==> src/rtl/timing_test_host_if.sv <==
// Handshake and result bus between the SoC-side controller and timing_test_host.
// The master drives requests and the test-block result; the slave is the host itself.
interface timing_test_host_if;
  logic        start_i;
  logic [7:0]  runs_i;
  logic [31:0] tt_data_i;
  logic        we_o;
  logic        busy_o;
  logic        done_o;
  logic [9:0]  err_last_o;
  logic [9:0]  err_min_o;
  logic [9:0]  err_max_o;
  logic [17:0] err_sum_o;
  logic [7:0]  fail_runs_o;
  logic [7:0]  run_cnt_o;

  modport master (
    output start_i,
    output runs_i,
    output tt_data_i,
    input  we_o,
    input  busy_o,
    input  done_o,
    input  err_last_o,
    input  err_min_o,
    input  err_max_o,
    input  err_sum_o,
    input  fail_runs_o,
    input  run_cnt_o
  );

  modport slave (
    input  start_i,
    input  runs_i,
    input  tt_data_i,
    output we_o,
    output busy_o,
    output done_o,
    output err_last_o,
    output err_min_o,
    output err_max_o,
    output err_sum_o,
    output fail_runs_o,
    output run_cnt_o
  );
endinterface

==> src/rtl/timing_test_host.sv <==
// Initiator for the inverter-chain timing test: launches runs via we_o, waits a settle
// window, samples the 10-bit error count and accumulates min/max/sum/fail statistics.
module timing_test_host #(
  parameter int unsigned WE_HOLD  = 3,
  parameter int unsigned RUN_WAIT = 600,
  parameter int unsigned GAP      = 2
) (
  input  logic                 clk,
  input  logic                 rst,
  timing_test_host_if.slave    bus
);

  localparam int unsigned CntMax0 = (WE_HOLD > GAP) ? WE_HOLD : GAP;
  localparam int unsigned CntMax  = (RUN_WAIT > CntMax0) ? RUN_WAIT : CntMax0;
  localparam int unsigned CntW    = $clog2(CntMax + 1);

  typedef enum logic [2:0] {
    StIdle,
    StArm,
    StWait,
    StSample,
    StGap,
    StDone
  } state_e;

  state_e          state_q, state_d;
  logic [CntW-1:0] cnt_q, cnt_d;
  logic [7:0]      runs_q, runs_d;
  logic [9:0]      err_last_q, err_last_d;
  logic [9:0]      err_min_q, err_min_d;
  logic [9:0]      err_max_q, err_max_d;
  logic [17:0]     err_sum_q, err_sum_d;
  logic [7:0]      fail_runs_q, fail_runs_d;
  logic [7:0]      run_cnt_q, run_cnt_d;

  logic [9:0]      sample;
  logic            unused_tt_data;

  assign sample         = bus.tt_data_i[9:0];
  assign unused_tt_data = ^bus.tt_data_i[31:10];

  always_comb begin
    state_d     = state_q;
    cnt_d       = cnt_q;
    runs_d      = runs_q;
    err_last_d  = err_last_q;
    err_min_d   = err_min_q;
    err_max_d   = err_max_q;
    err_sum_d   = err_sum_q;
    fail_runs_d = fail_runs_q;
    run_cnt_d   = run_cnt_q;

    unique case (state_q)
      StIdle: begin
        if (bus.start_i) begin
          // A request for zero runs still performs one characterisation run.
          runs_d      = (bus.runs_i == 8'd0) ? 8'd1 : bus.runs_i;
          err_min_d   = 10'h3FF;
          err_max_d   = 10'd0;
          err_sum_d   = 18'd0;
          fail_runs_d = 8'd0;
          run_cnt_d   = 8'd0;
          cnt_d       = '0;
          state_d     = StArm;
        end
      end

      StArm: begin
        if (cnt_q == CntW'(WE_HOLD - 1)) begin
          cnt_d   = '0;
          state_d = StWait;
        end else begin
          cnt_d = cnt_q + 1'b1;
        end
      end

      StWait: begin
        if (cnt_q == CntW'(RUN_WAIT - 1)) begin
          cnt_d   = '0;
          state_d = StSample;
        end else begin
          cnt_d = cnt_q + 1'b1;
        end
      end

      StSample: begin
        err_last_d = sample;
        err_min_d  = (sample < err_min_q) ? sample : err_min_q;
        err_max_d  = (sample > err_max_q) ? sample : err_max_q;
        err_sum_d  = err_sum_q + {8'd0, sample};
        if (sample != 10'd0) begin
          fail_runs_d = fail_runs_q + 8'd1;
        end
        run_cnt_d = run_cnt_q + 8'd1;
        cnt_d     = '0;
        state_d   = ((run_cnt_q + 8'd1) == runs_q) ? StDone : StGap;
      end

      StGap: begin
        if (cnt_q == CntW'(GAP - 1)) begin
          cnt_d   = '0;
          state_d = StArm;
        end else begin
          cnt_d = cnt_q + 1'b1;
        end
      end

      StDone: begin
        state_d = StIdle;
      end

      default: begin
        state_d = StIdle;
      end
    endcase
  end

  always_ff @(posedge clk or posedge rst) begin
    if (rst) begin
      state_q     <= StIdle;
      cnt_q       <= '0;
      runs_q      <= 8'd0;
      err_last_q  <= 10'd0;
      err_min_q   <= 10'h3FF;
      err_max_q   <= 10'd0;
      err_sum_q   <= 18'd0;
      fail_runs_q <= 8'd0;
      run_cnt_q   <= 8'd0;
    end else begin
      state_q     <= state_d;
      cnt_q       <= cnt_d;
      runs_q      <= runs_d;
      err_last_q  <= err_last_d;
      err_min_q   <= err_min_d;
      err_max_q   <= err_max_d;
      err_sum_q   <= err_sum_d;
      fail_runs_q <= fail_runs_d;
      run_cnt_q   <= run_cnt_d;
    end
  end

  // we_o decodes straight from the state register so it cannot glitch.
  assign bus.we_o        = (state_q == StArm);
  assign bus.busy_o      = (state_q != StIdle);
  assign bus.done_o      = (state_q == StDone);
  assign bus.err_last_o  = err_last_q;
  assign bus.err_min_o   = err_min_q;
  assign bus.err_max_o   = err_max_q;
  assign bus.err_sum_o   = err_sum_q;
  assign bus.fail_runs_o = fail_runs_q;
  assign bus.run_cnt_o   = run_cnt_q;

endmodule

==> src/flat_wrapper.sv <==
// flat-port wrapper written by rule: the top's interface ports become plain ports
module timing_test_host_flat 
#(
  parameter int unsigned WE_HOLD  = 3,
  parameter int unsigned RUN_WAIT = 600,
  parameter int unsigned GAP      = 2
)
  (clk, rst, bus_start_i, bus_runs_i, bus_tt_data_i, bus_we_o, bus_busy_o, bus_done_o, bus_err_last_o, bus_err_min_o, bus_err_max_o, bus_err_sum_o, bus_fail_runs_o, bus_run_cnt_o);
  timing_test_host_if bus_i ();
  input  logic clk;
  input  logic rst;
  input wire logic [$bits(bus_i.start_i)-1:0] bus_start_i;
  input wire logic [$bits(bus_i.runs_i)-1:0] bus_runs_i;
  input wire logic [$bits(bus_i.tt_data_i)-1:0] bus_tt_data_i;
  output wire logic [$bits(bus_i.we_o)-1:0] bus_we_o;
  output wire logic [$bits(bus_i.busy_o)-1:0] bus_busy_o;
  output wire logic [$bits(bus_i.done_o)-1:0] bus_done_o;
  output wire logic [$bits(bus_i.err_last_o)-1:0] bus_err_last_o;
  output wire logic [$bits(bus_i.err_min_o)-1:0] bus_err_min_o;
  output wire logic [$bits(bus_i.err_max_o)-1:0] bus_err_max_o;
  output wire logic [$bits(bus_i.err_sum_o)-1:0] bus_err_sum_o;
  output wire logic [$bits(bus_i.fail_runs_o)-1:0] bus_fail_runs_o;
  output wire logic [$bits(bus_i.run_cnt_o)-1:0] bus_run_cnt_o;
  assign bus_i.start_i = bus_start_i;
  assign bus_i.runs_i = bus_runs_i;
  assign bus_i.tt_data_i = bus_tt_data_i;
  assign bus_we_o = bus_i.we_o;
  assign bus_busy_o = bus_i.busy_o;
  assign bus_done_o = bus_i.done_o;
  assign bus_err_last_o = bus_i.err_last_o;
  assign bus_err_min_o = bus_i.err_min_o;
  assign bus_err_max_o = bus_i.err_max_o;
  assign bus_err_sum_o = bus_i.err_sum_o;
  assign bus_fail_runs_o = bus_i.fail_runs_o;
  assign bus_run_cnt_o = bus_i.run_cnt_o;
  timing_test_host #(.WE_HOLD(WE_HOLD), .RUN_WAIT(RUN_WAIT), .GAP(GAP)) u_core (.clk(clk), .rst(rst), .bus(bus_i));
endmodule
==> config.mk <==
export PLATFORM = sky130hd
export DESIGN_NAME = timing_test_host_flat
export DESIGN_NICKNAME = d
export VERILOG_FILES = /design/src/rtl/timing_test_host_if.sv /design/src/rtl/timing_test_host.sv /design/src/flat_wrapper.sv
export SDC_FILE = /design/constraint.sdc
export NUM_CORES = 1
export LEC_CHECK = 0
export ABC_CLOCK_PERIOD_IN_PS = 7300
export BUFFER_PORTS_ARGS = -buffer_cell sky130_fd_sc_hd__clkbuf_2
export CELL_PAD_IN_SITES_DETAIL_PLACEMENT = 0
export CELL_PAD_IN_SITES_GLOBAL_PLACEMENT = 1
export CORE_ASPECT_RATIO = 1.25
export CORE_MARGIN = 10
export CORE_UTILIZATION = 45
export CTS_CLUSTER_SIZE = 12
export DETAILED_ROUTE_END_ITERATION = 8
export PLACE_DENSITY = 0.85
export SLEW_MARGIN = 20
export SYNTH_ARGS = -nofsm -noshare
export SYNTH_HDL_FRONTEND = slang
export SYNTH_SLANG_ARGS = --single-unit
==> constraint.sdc <==
create_clock -name clk -period 7.3 [get_ports clk]
set_input_delay 0.365 -clock clk [delete_from_list [all_inputs] [get_ports clk]]
set_output_delay 0.365 -clock clk [all_outputs]
set_load 0.005 [all_outputs]
Yosys cells after proc, flatten, opt, wreduce, memory -nomap -nowiden --
Index checks and enable logic that the tools add are counted.
Word-level totals: output and inout port bits 67, bits in registers 85, word-level logic and storage cells 67, input port bits 43
Cells by class: add/subtract/negate cells 4, eq/ne operators 16, order comparisons 2, muxes and demuxes 23, reduce and logical (&&, ||, !) cells 13
Operators with widths (count):
- 10-bit 2-to-1 mux | 7
- 10-bit case mux with 5 select lines | 1
- 10-bit case mux with 2 select lines | 2
- 18-bit case mux with 2 select lines | 1
- 8-bit case mux with 2 select lines | 2
- 8-bit 2-to-1 mux | 3
- 18-bit by 10-bit adder with 18-bit output | 1
- 18-bit 2-to-1 mux | 1
- 8-bit by 1-bit adder with 8-bit output, second input constant | 2
- 3-bit case mux with 5 select lines | 1
- 3-bit 2-to-1 mux | 4
- 2-bit by 1-bit != test with 1-bit output, second input constant | 6
- 10-bit by 1-bit adder with 10-bit output, second input constant | 1
- 10-bit by 1-bit == test with 1-bit output, second input constant | 1
- 10-bit == test, second input constant | 1
- 10-bit by 2-bit == test with 1-bit output, second input constant | 1
- 10-bit > comparator | 1
- 10-bit < comparator | 1
- 10-bit nonzero test | 1
- 3-bit AND reduction | 3
- 8-bit == test | 1
- 8-bit logical NOT | 1
- 3-bit by 2-bit == test with 1-bit output, second input constant | 2
- 3-bit == test, second input constant | 2
- 9 further kinds | 11

Depth between registers and ports, before layout --
Gate-level depths: netlist of run 1.
word-level depth 4, depth in mapped cells 8, mapped depth without buffers 8

Least setup slack after synthesis of run 1 --
No wires, ideal clock.
kind register to register, start point register u_core.err_sum_q[0] (netlist: u_core.bus.err_sum_o[0]), end point register u_core.err_sum_q[12] (netlist: u_core.bus.err_sum_o[12]), arrival 2.085 ns, required time 7.221 ns, setup time 0.079 ns, stages on the path, launching flop included 9, path slack 5.136 ns, period minus slack after synthesis 2.164 ns, path buffers 0, cells stage by stage dfrtp_1 -> ha_1 -> inv_1 -> fa_1 -> nand2b_1 -> a21oi_1 -> o311ai_0 -> a211oi_1 -> mux2i_1
On the way: cells in the longest elaborated chain, start to end 2
RTL lines:
- start, declared | line timing_test_host.sv:32 | logic [17:0] err_sum_q, err_sum_d;
- start signal, assigned | line timing_test_host.sv:136 | err_sum_q <= err_sum_d;
- 18-bit by 10-bit adder with 18-bit output | line timing_test_host.sv:90 | err_sum_d = err_sum_q + {8'd0, sample};
- 18-bit case mux with 2 select lines | line timing_test_host.sv:53 | unique case (state_q)
No other way between the ends. A chain may end at the register's enable or synchronous reset.

Worst setup path after layout of run 1 --
start point register u_core.state_q[2], end point register u_core.fail_runs_q[7] (netlist: u_core.bus.fail_runs_o[7])
On the way: cells in the longest elaborated chain, start to end 3, elaborated cells on any way between the ends 7, those cells by class eq/ne (3); mux (1); reduce/logical (3)
RTL lines:
- start, declared | line timing_test_host.sv:26 | state_e state_q, state_d;
- start signal, assigned | line timing_test_host.sv:120 | state_q <= StIdle;
- start signal, assigned | line timing_test_host.sv:130 | state_q <= state_d;
- 3-bit by 2-bit == test with 1-bit output / 3-bit logical NOT (equally long branches) | line timing_test_host.sv:53
- 2-bit by 1-bit != test with 1-bit output (no line) (tied with other cells)
- 3-bit AND reduction (no line)
- end signal, assigned | line timing_test_host.sv:137 | fail_runs_q <= fail_runs_d;
- end, declared | line timing_test_host.sv:33 | logic [7:0] fail_runs_q, fail_runs_d;
Several ways; a longest one is shown, not always the timed one.

==> metrics, run 1 <==
Clock Sinks=85; H-tree levels=3; Async SR Flop Fraction=100%; Req. time, crit path=between 7 and 8 ns; Period minus WS final=around 2.5 ns; layout cells sized above 1=around a fifth; CP Data Arrival Time=approximately 2.8 ns; Row Count=44; grt peak-use layer=met2; R2R depth=5; Placeable Area=approximately 12,000 µm²; initial antenna violation count=0; fmax=400 MHz; Num CTS Buffers=9; critical path's slowest cell=nor4b_4; cts repair resizes=0; final wirelength=roughly 14,000 µm; M1 GR Usage=19.9%; global-route wire length before repair=23,100 µm; Pwr Density=206 nW/µm²; crit path launch type=register; pre-CTS setup slack=between 4 and 5 ns; IO Pins=110; slowest stage delay, CP=~0.84 ns; part of the Yosys area used for sequential elements=between 40 and 50%; commonest cells after routing, fill and taps aside=87 x clkbuf_2, 75 x dfrtp_1, 66 x nand2_1; Routed WL per cell=around 17 µm; PnR Total Power=about 0.0013 W; TritonCTS clock tree=built; DIE HEIGHT=approximately 140 µm; # setup viols final=0; CP Capture Type=register; skew final=0.00785 ns; vias in the first global route=roughly 4,600; root buffer cell=clkbuf_16; biggest area consumer among synthesized cells=dfrtp_1; Die X=117 µm; largest net degree at the start of global routing=63; total global-route track usage=around 17%; GR Util met3=roughly 4.1%; Slew Viols, Final=0; WP buf/inv=1; Die ar.=16,600 µm²; worst-case vdd ir drop=around 0.10 mV; nets=around 740; antenna-violating nets left=0; Synth Instances=just under 600; Final Hold Fails=0; Tcrit/Tclk final=between 30 and 40%; slew margin rel.=roughly two fifths; GR Layer Usage met2=between 20% and 30%; Placer Congestion=around 0.87; dominant synthesized flop cell=dfrtp_1; Synth top area share=a little over a third; via count=around 4,800; synth top area cells=dfrtp_1 35%, ha_1 8.0%, dfstp_2 4.9%; DRC viols=0; area delta synth->final=16.0%; worst min path class=primary input to register; Seq cells post-synth=85; max-cap viol count=0; status=finished clean; vias per cell=about 5.7; Clk pin slew, worst setup/hold paths=about 0.060 ns; Initial DRC Count=312; YS warnings=0; most common cell after layout, fill and taps aside=clkbuf_2; crit-path cells=nor4b_4, buf_4, o211ai_1, or3_1, a21oi_1; Syn Area/Cell=9.03 µm²; Initial Util=about 46%; setup ws final=4.80 ns; detailed-placement wirelength estimate=10,100 µm; RSZ-0062 raised after global routing=false; number of setup buffers added after CTS=0; CP Depth=5; Pre-antenna DRT Iters=5; hold_ws=between 0.2 and 0.25 ns; Max FO, Critical Path=23; IO buf count=87; post-route setup TNS=0 ns; Finished Core Util=between 50% and 60%; syn_nets=around 670; worst hold stages=3; clk_lat worst skew=about 0.34 ns; Synth Cell Area=between 5000 and 6000 µm²; Post-synth EDFFs=0; Leakage=a little under 3 nW; n_diodes=0; top cell family by delay on the critical path=simple AND/OR/NAND/NOR gates; fillers=between 1,000 and 1,500; post-synth cell types=slightly below 60; CTS Buffer Depth=2; gr ovfl total=0; WS Path Type=register to register; Worst Max-Slew Pin Slew=slightly below 0.9 ns
logic make-up after synthesis:
kind of cell	synth area share (%)
AND/OR/NAND/NOR	20.7
AO/OA/AOI/OAI	18.9
flip-flops	40.1
buffers and inverters	4.64
adder cells (fa/ha/maj)	8.35
XOR/XNOR	4.27
multiplexers	3.07
cell usage after synthesis, types with 5 or more instances:
library cell and n:
mux2_2 11, nor4_1 17, nand3_1 24, o211ai_1 8, and2_1 13, a31oi_1 14
buf_1 5, ha_1 34, inv_1 33, xor2_1 17, o21ai_0 39, clkbuf_1 20
xnor2_1 9, nor2_1 35, a21oi_1 18, nand3b_1 5, a211oi_1 10, or3_1 14
nor3_1 13, a21o_1 19, nor3b_1 5, dfrtp_1 75, o31ai_1 17, dfstp_2 10
nand2_1 66
sequential cells by signal (all words and copies together) (netlist names):
name / count
u_core.bus.run_cnt_o: 8
u_core.cnt_q: 10
u_core.bus.err_min_o: 10
u_core.bus.err_sum_o: 18
u_core.state_q: 3
u_core.bus.err_max_o: 10
u_core.runs_q: 8
u_core.bus.fail_runs_o: 8
u_core.bus.err_last_o: 10
stage by stage:
step	instance area, µm²	std cells
after floorplan	5340	591
after global placement	5900	815
after detailed placement	5900	815
final	6190	832
after global routing	6190	832
after CTS	6190	832
path summary, 6_finish.rpt:
| path | from | to | slack (ns) |
|---|---|---|---|
| worst max-delay path | u_core.state_q[2] | u_core.bus.fail_runs_o[7] | 4.80 |
| worst min-delay path | bus_runs_i[4] | u_core.runs_q[4] | 0.23 |
| worst max register to register | u_core.state_q[2] | u_core.bus.fail_runs_o[7] | 4.80 |
| worst min register to register | u_core.bus.err_last_o[4] | u_core.bus.err_last_o[4] | 0.49 |
| max in group asynchronous | rst | u_core.bus.err_last_o[4] | 5.64 |
| min in group asynchronous | rst | u_core.bus.err_sum_o[17] | 0.54 |
area by class of cell:
type	instances	area [µm²]	area share, %
inverter	34	129	2.08
tap	161	201	3.26
timing repair buffer	93	483	7.80
sequential	85	2140	34.6
multi-input combinational	443	2960	47.8
clock inverter	4	31.3	0.505
clock buffer	12	246	3.98
power by group:
group	internal, W	switching (W)	leakage, nW
sequential	0.000513	0.0000541	1.04
clock	0.000242	0.000188	0.137
combinational	0.000118	0.000157	1.71
worst reg2reg max path, cell delays in order (launching register included):
cell	delay, ns
dfrtp_1	0.54
nor4b_4	0.84
buf_4	0.40
o211ai_1	0.14
or3_1	0.37
a21oi_1	0.14
layer usage:
metal  share of wire [%]  vias up
met1                  42     2305
met5                   0        -
li1                    -     2297
met2                  50      136
met3                 5.4       19
met4                 1.9        0
repair_timing:
item                       CTS  global route
hold endpoints to repair    14             0
hold buffers                 1             0
setup endpoints to repair    0             0
(Power assumes the default switching activity.)
==> inputs of run 2 (changes only) <==
--- a/config.mk
+++ b/config.mk
@@ -5,16 +5,16 @@
 export SDC_FILE = /design/constraint.sdc
 export NUM_CORES = 1
 export LEC_CHECK = 0
-export ABC_CLOCK_PERIOD_IN_PS = 7300
+export ABC_CLOCK_PERIOD_IN_PS = 2100
 export BUFFER_PORTS_ARGS = -buffer_cell sky130_fd_sc_hd__clkbuf_2
 export CELL_PAD_IN_SITES_DETAIL_PLACEMENT = 0
 export CELL_PAD_IN_SITES_GLOBAL_PLACEMENT = 1
 export CORE_ASPECT_RATIO = 1.25
 export CORE_MARGIN = 10
-export CORE_UTILIZATION = 45
+export CORE_UTILIZATION = 38
 export CTS_CLUSTER_SIZE = 12
 export DETAILED_ROUTE_END_ITERATION = 8
-export PLACE_DENSITY = 0.85
+export PLACE_DENSITY = 0.76
 export SLEW_MARGIN = 20
 export SYNTH_ARGS = -nofsm -noshare
 export SYNTH_HDL_FRONTEND = slang
==> constraint.sdc (replaced) <==
create_clock -name clk -period 2.1 [get_ports clk]
set_input_delay 0.105 -clock clk [delete_from_list [all_inputs] [get_ports clk]]
set_output_delay 0.105 -clock clk [all_outputs]
set_load 0.005 [all_outputs]
==> metrics, run 2 (synthesis results as in run 1) <==
Routed WL per cell=roughly 17 µm; fmax=slightly below 500 MHz; nets=810; initial antenna violation count=0; Die ar.=between 15,000 and 20,000 µm²; Req. time, crit path=about 2.4 ns; Pwr Density=695 nW/µm²; CTS Buffer Depth=2; commonest cells after routing, fill and taps aside=87 x clkbuf_2, 74 x dfrtp_1, 65 x nand2_1; RSZ-0062 raised after global routing=true; global-route wire length before repair=around 26,000 µm; Period minus WS final=just over 2 ns; P_sw=~0.0015 W; TritonCTS clock tree=built; status=finished clean; clock power share=between 30% and 40%; worst min path class=primary input to register; Final Hold Fails=0; skew final=approximately 0.0057 ns; n_diodes=0; PnR Total Power=slightly below 0.005 W; CP Data Arrival Time=around 2.3 ns; area delta synth->final=31.5%; IO buf count=just under 90; pre-CTS setup slack=-0.0781 ns; final wirelength=15,800 µm; Comb pwr share=around a quarter; root buffer cell=clkbuf_16; sw frac=30.0%; detailed-placement wirelength estimate=between 10,000 and 15,000 µm; Seq pwr share=39.2%; CP Capture Type=register; worst-case vdd ir drop=0.327 mV; # setup viols final=0; DIE HEIGHT=about 150 µm; most common cell after layout, fill and taps aside=clkbuf_2; vias per cell=5.48; via count=~5,000; Initial DRC Count=470; DRC viols=0; total global-route track usage=around 16%; Pre-antenna DRT Iters=5; number of flip-flops under the largest register name=18; WS Path Type=register to register; layout cells sized above 1=roughly 31%; hold_ws=~0.043 ns; Worst Max-Slew Pin Slew=around 0.67 ns; gr ovfl total=0; vias in the first global route=between 5,000 and 6,000; slew margin rel.=54.9%; max-cap viol count=0; setup ws final=about 0.07 ns; crit path launch type=register; H-tree levels=3; Num CTS Buffers=9; Placeable Area=between 10,000 and 15,000 µm²; Clk pin slew, worst setup/hold paths=approximately 0.060 ns; Placer Congestion=roughly 0.85; largest net degree at the start of global routing=43; Slew Viols, Final=0; Pint=~0.0034 W; Initial Util=38.6%; Leakage=about 3.3 nW; Max FO, Critical Path=11; clk_lat worst skew=approximately 0.34 ns; Tcrit/Tclk final=a little over nine tenths; Die X=around 130 µm; IO Pins=110; antenna-violating nets left=0; Clock Sinks=85; Row Count=48
## run 2: cell count changes in the layout (fill, tap and decap cells not counted), sizes merged
cell and delta:
clkinv -2, clkinvlp +1, bufinv +2, buf +57
o211a +1, dlygate4sd3 +7, a21bo +1, inv -1
clkbuf -2
## run 2: worst max-delay path, cell delays in order (launching register included)
cell and delay (ns):
dfrtp_1 0.38, or4_4 0.59, o311ai_4 0.33, o311a_4 0.32, and2_2 0.21, a21bo_2 0.13
## run 2: worst paths after layout
check                                         start                       end  slack (ns)  depth (start not counted)
max                                 u_core.cnt_q[7]         u_core.state_q[0]        0.07                          5
min                                   bus_runs_i[0]          u_core.runs_q[0]        0.04                          3
max reg2reg                         u_core.cnt_q[7]         u_core.state_q[0]        0.07                          5
min reg2reg                u_core.bus.err_last_o[4]  u_core.bus.err_last_o[4]        0.48                          1
max in group asynchronous                       rst   u_core.bus.err_min_o[7]        1.10                          4
min in group asynchronous                       rst          u_core.runs_q[5]        0.21                          3
## run 2: through the flow
stage | std cells | util (%) | TNS (ns) | cell area [µm²]
after global routing | 910 | 50.8 | -0.0615 | 7020
after floorplan | 591 | - | 0 | 5340
after detailed placement | 880 | 45.6 | -0.820 | 6300
final | 910 | 50.8 | 0 | 7020
after CTS | 906 | 49.0 | 0 | 6760
after global placement | 880 | 45.6 | -0.117 | 6300
## run 2: what timing repair did
item                       in CTS  in global routing
setup buffers                   4                  2
setup endpoints to repair      24                 36
resized for setup               7                 42
gates cloned                    0                  2
pin swaps                       4                 13
hold buffers                    8                  0
hold endpoints to repair       14                  0
## run 2: per-layer routing
| metal | routed length [µm] | track usage (%) | part of all wire (%) | up-vias |
|---|---|---|---|---|
| li1 | - | - | - | 2432 |
| met1 | 6660 | 19.0 | 42 | 2404 |
| met2 | 8080 | 28.0 | 51 | 136 |
| met3 | 830 | 3.59 | 5.3 | 18 |
| met4 | 242 | 5.00 | 1.5 | 0 |
| met5 | 0 | 0 | 0 | - |
## run 2: cell type report
type | instances | area, µm²
Sequential cell | 85 | 2140
Clock buffer | 10 | 239
Tap cell | 175 | 219
Timing Repair Buffer | 157 | 985
Fill cell | 1316 | 6790
Clock inverter | 4 | 73.8
Multi-Input combinational cell | 445 | 3230
Inverter | 34 | 131
## run 2: power by group through the flow
| stage | Combinational [W] | Sequential [W] | Clock [W] |
|---|---|---|---|
| after floorplan | 0.000714 | 0.00194 | 0 |
| after global placement | 0.00113 | 0.00193 | 0 |
| after detailed placement | 0.00116 | 0.00194 | 0 |
| after CTS | 0.00119 | 0.00191 | 0.00175 |
| after global routing | 0.00142 | 0.00193 | 0.00183 |
| final | 0.00126 | 0.00191 | 0.00171 |
==> inputs of run 3 (changes only) <==
--- a/config.mk
+++ b/config.mk
@@ -5,16 +5,16 @@
 export SDC_FILE = /design/constraint.sdc
 export NUM_CORES = 1
 export LEC_CHECK = 0
-export ABC_CLOCK_PERIOD_IN_PS = 2100
-export BUFFER_PORTS_ARGS = -buffer_cell sky130_fd_sc_hd__clkbuf_2
+export ABC_CLOCK_PERIOD_IN_PS = 2500
+export BUFFER_PORTS_ARGS = -buffer_cell sky130_fd_sc_hd__buf_2
 export CELL_PAD_IN_SITES_DETAIL_PLACEMENT = 0
 export CELL_PAD_IN_SITES_GLOBAL_PLACEMENT = 1
 export CORE_ASPECT_RATIO = 1.25
 export CORE_MARGIN = 10
-export CORE_UTILIZATION = 38
+export CORE_UTILIZATION = 45
 export CTS_CLUSTER_SIZE = 12
 export DETAILED_ROUTE_END_ITERATION = 8
-export PLACE_DENSITY = 0.76
+export PLACE_DENSITY_LB_ADDON = 0.15
 export SLEW_MARGIN = 20
 export SYNTH_ARGS = -nofsm -noshare
 export SYNTH_HDL_FRONTEND = slang
==> constraint.sdc (replaced) <==
create_clock -name clk -period 2.5 [get_ports clk]
set_input_delay 0.125 -clock clk [delete_from_list [all_inputs] [get_ports clk]]
set_output_delay 0.125 -clock clk [all_outputs]
set_load 0.005 [all_outputs]
==> metrics, run 3 (synthesis results as in run 1) <==
status=finished clean; Clk pin slew, worst setup/hold paths=around 0.060 ns; Die ar.=approximately 17,000 µm²; skew final=roughly 0.010 ns; worst min path class=primary input to register; PnR Total Power=slightly below 0.004 W; n_diodes=0; R2R depth=8; root buffer cell=clkbuf_16; Req. time, crit path=2.76 ns; critical path's slowest cell=fa_1; total global-route track usage=17.1%; Max FO, Critical Path=4; CP Depth=8; H-tree levels=3; detailed-placement wirelength estimate=around 11,000 µm; IO buf count=87; slew margin rel.=59.1%; top cell family by delay on the critical path=compound AO/OA/AOI/OAI gates; post-route setup TNS=0 ns; max-cap viol count=0; Initial DRC Count=approximately 230; global-route wire length before repair=23,700 µm; Die X=117 µm; crit-path cells=ha_1, inv_1, fa_1, nand2b_1, a21oi_2, o311ai_1, a211oi_1, mux2i_1; WP buf/inv=1; Worst Max-Slew Pin Slew=0.604 ns; DRC viols=0; final wirelength=between 10,000 and 15,000 µm; CP Capture Type=register; IO Pins=110; layout cells sized above 1=22.2%; slowest stage delay, CP=0.40 ns; fmax=about 440 MHz; commonest cells after routing, fill and taps aside=87 x buf_2, 75 x dfrtp_1, 66 x nand2_1; # setup viols final=0; vias in the first global route=4,615; worst hold stages=3; GR Util met3=about 3.6%; number of flip-flops under the largest register name=18; Placer Congestion=about 0.84; antenna-violating nets left=0; Leakage=between 3 and 4 nW; grt peak-use layer=met2; Pre-antenna DRT Iters=4; Placeable Area=11,600 µm²; Clock Sinks=between 80 and 90; Num CTS Buffers=9; area delta synth->final=19.7%; Tcrit/Tclk final=between 90% and 100%; Row Count=44; largest net degree at the start of global routing=65; CP Data Arrival Time=between 2 and 3 ns; crit path launch type=register; Slew Viols, Final=0; Period minus WS final=approximately 2.3 ns; vias per cell=approximately 5.5; TritonCTS clock tree=built; Routed WL per cell=around 17 µm; nets=roughly 760; GR Layer Usage met2=between 30% and 40%; Initial Util=~46%; RSZ-0062 raised after global routing=false; via count=around 4,700; initial antenna violation count=0; WS Path Type=register to register; worst-case vdd ir drop=approximately 0.37 mV; Final Hold Fails=0; Pwr Density=between 600 and 700 nW/µm²; gr ovfl total=0; most common cell after layout, fill and taps aside=buf_2; DIE HEIGHT=approximately 140 µm; CTS Buffer Depth=2; clk_lat worst skew=about 0.34 ns; M1 GR Usage=about a fifth
-- run 3: power breakdown --
| group | internal (W) | switching (W) | total, W |
|---|---|---|---|
| registers | 0.00150 | 0.000147 | 0.00165 |
| logic | 0.000361 | 0.000463 | 0.000824 |
| clock network | 0.000872 | 0.000556 | 0.00143 |
-- run 3: layer usage --
layer	part of all wire, %	up-vias
li1	-	2332
met1	43	2277
met2	52	72
met3	3.8	16
met4	1.3	0
met5	0	-
-- run 3: final cells by class --
| cell class | count | area, µm² |
|---|---|---|
| tap | 161 | 201 |
| inverter | 34 | 129 |
| clock buffer | 11 | 233 |
| timing repair buffer | 111 | 648 |
| sequential | 85 | 2140 |
| multi-input combinational | 443 | 2960 |
| clock inverter | 5 | 75.1 |
| fill | 1089 | 5230 |
-- run 3: per-stage QoR --
step | instances | utilization [%] | hold slack, ns | cell area, µm² | setup WS, ns
global placement | 826 | 51.6 | 0.128 | 6000 | 0.148
global route | 850 | 55.0 | 0.116 | 6390 | 0.0153
detailed placement | 826 | 51.6 | 0.140 | 6000 | 0.0831
finish | 850 | 55.0 | 0.0586 | 6390 | 0.227
CTS | 850 | 55.0 | 0.0530 | 6380 | 0.0436
floorplan | 591 | - | 0.230 | 5340 | 0.198
-- run 3: worst register-to-register path: cells and delay by family (launching register included) --
family	cells	cell delay, ns
AOI/OAI and AO/OA	3	0.77
buffers and inverters	1	0.06
adders and majority gates	2	0.60
muxes	1	0.21
DFF	1	0.38
and+or+nand+nor	1	0.19
-- run 3: final timing paths --
path                                            endpoint                     start  slack, ns
worst max-delay path            u_core.bus.err_sum_o[16]   u_core.bus.err_sum_o[0]       0.23
worst min-delay path                    u_core.runs_q[0]             bus_runs_i[0]       0.06
worst max register to register  u_core.bus.err_sum_o[16]   u_core.bus.err_sum_o[0]       0.23
worst min register to register  u_core.bus.err_last_o[4]  u_core.bus.err_last_o[4]       0.48
max in group asynchronous        u_core.bus.err_min_o[3]                       rst       1.47
min in group asynchronous       u_core.bus.err_sum_o[10]                       rst       0.31
-- run 3: repair_timing --
item,CTS,global route
buffers inserted,0,0
gates resized for setup,0,2
setup endpoints to repair,0,4
endpoints found under the hold margin,28,0
hold buffers,8,0
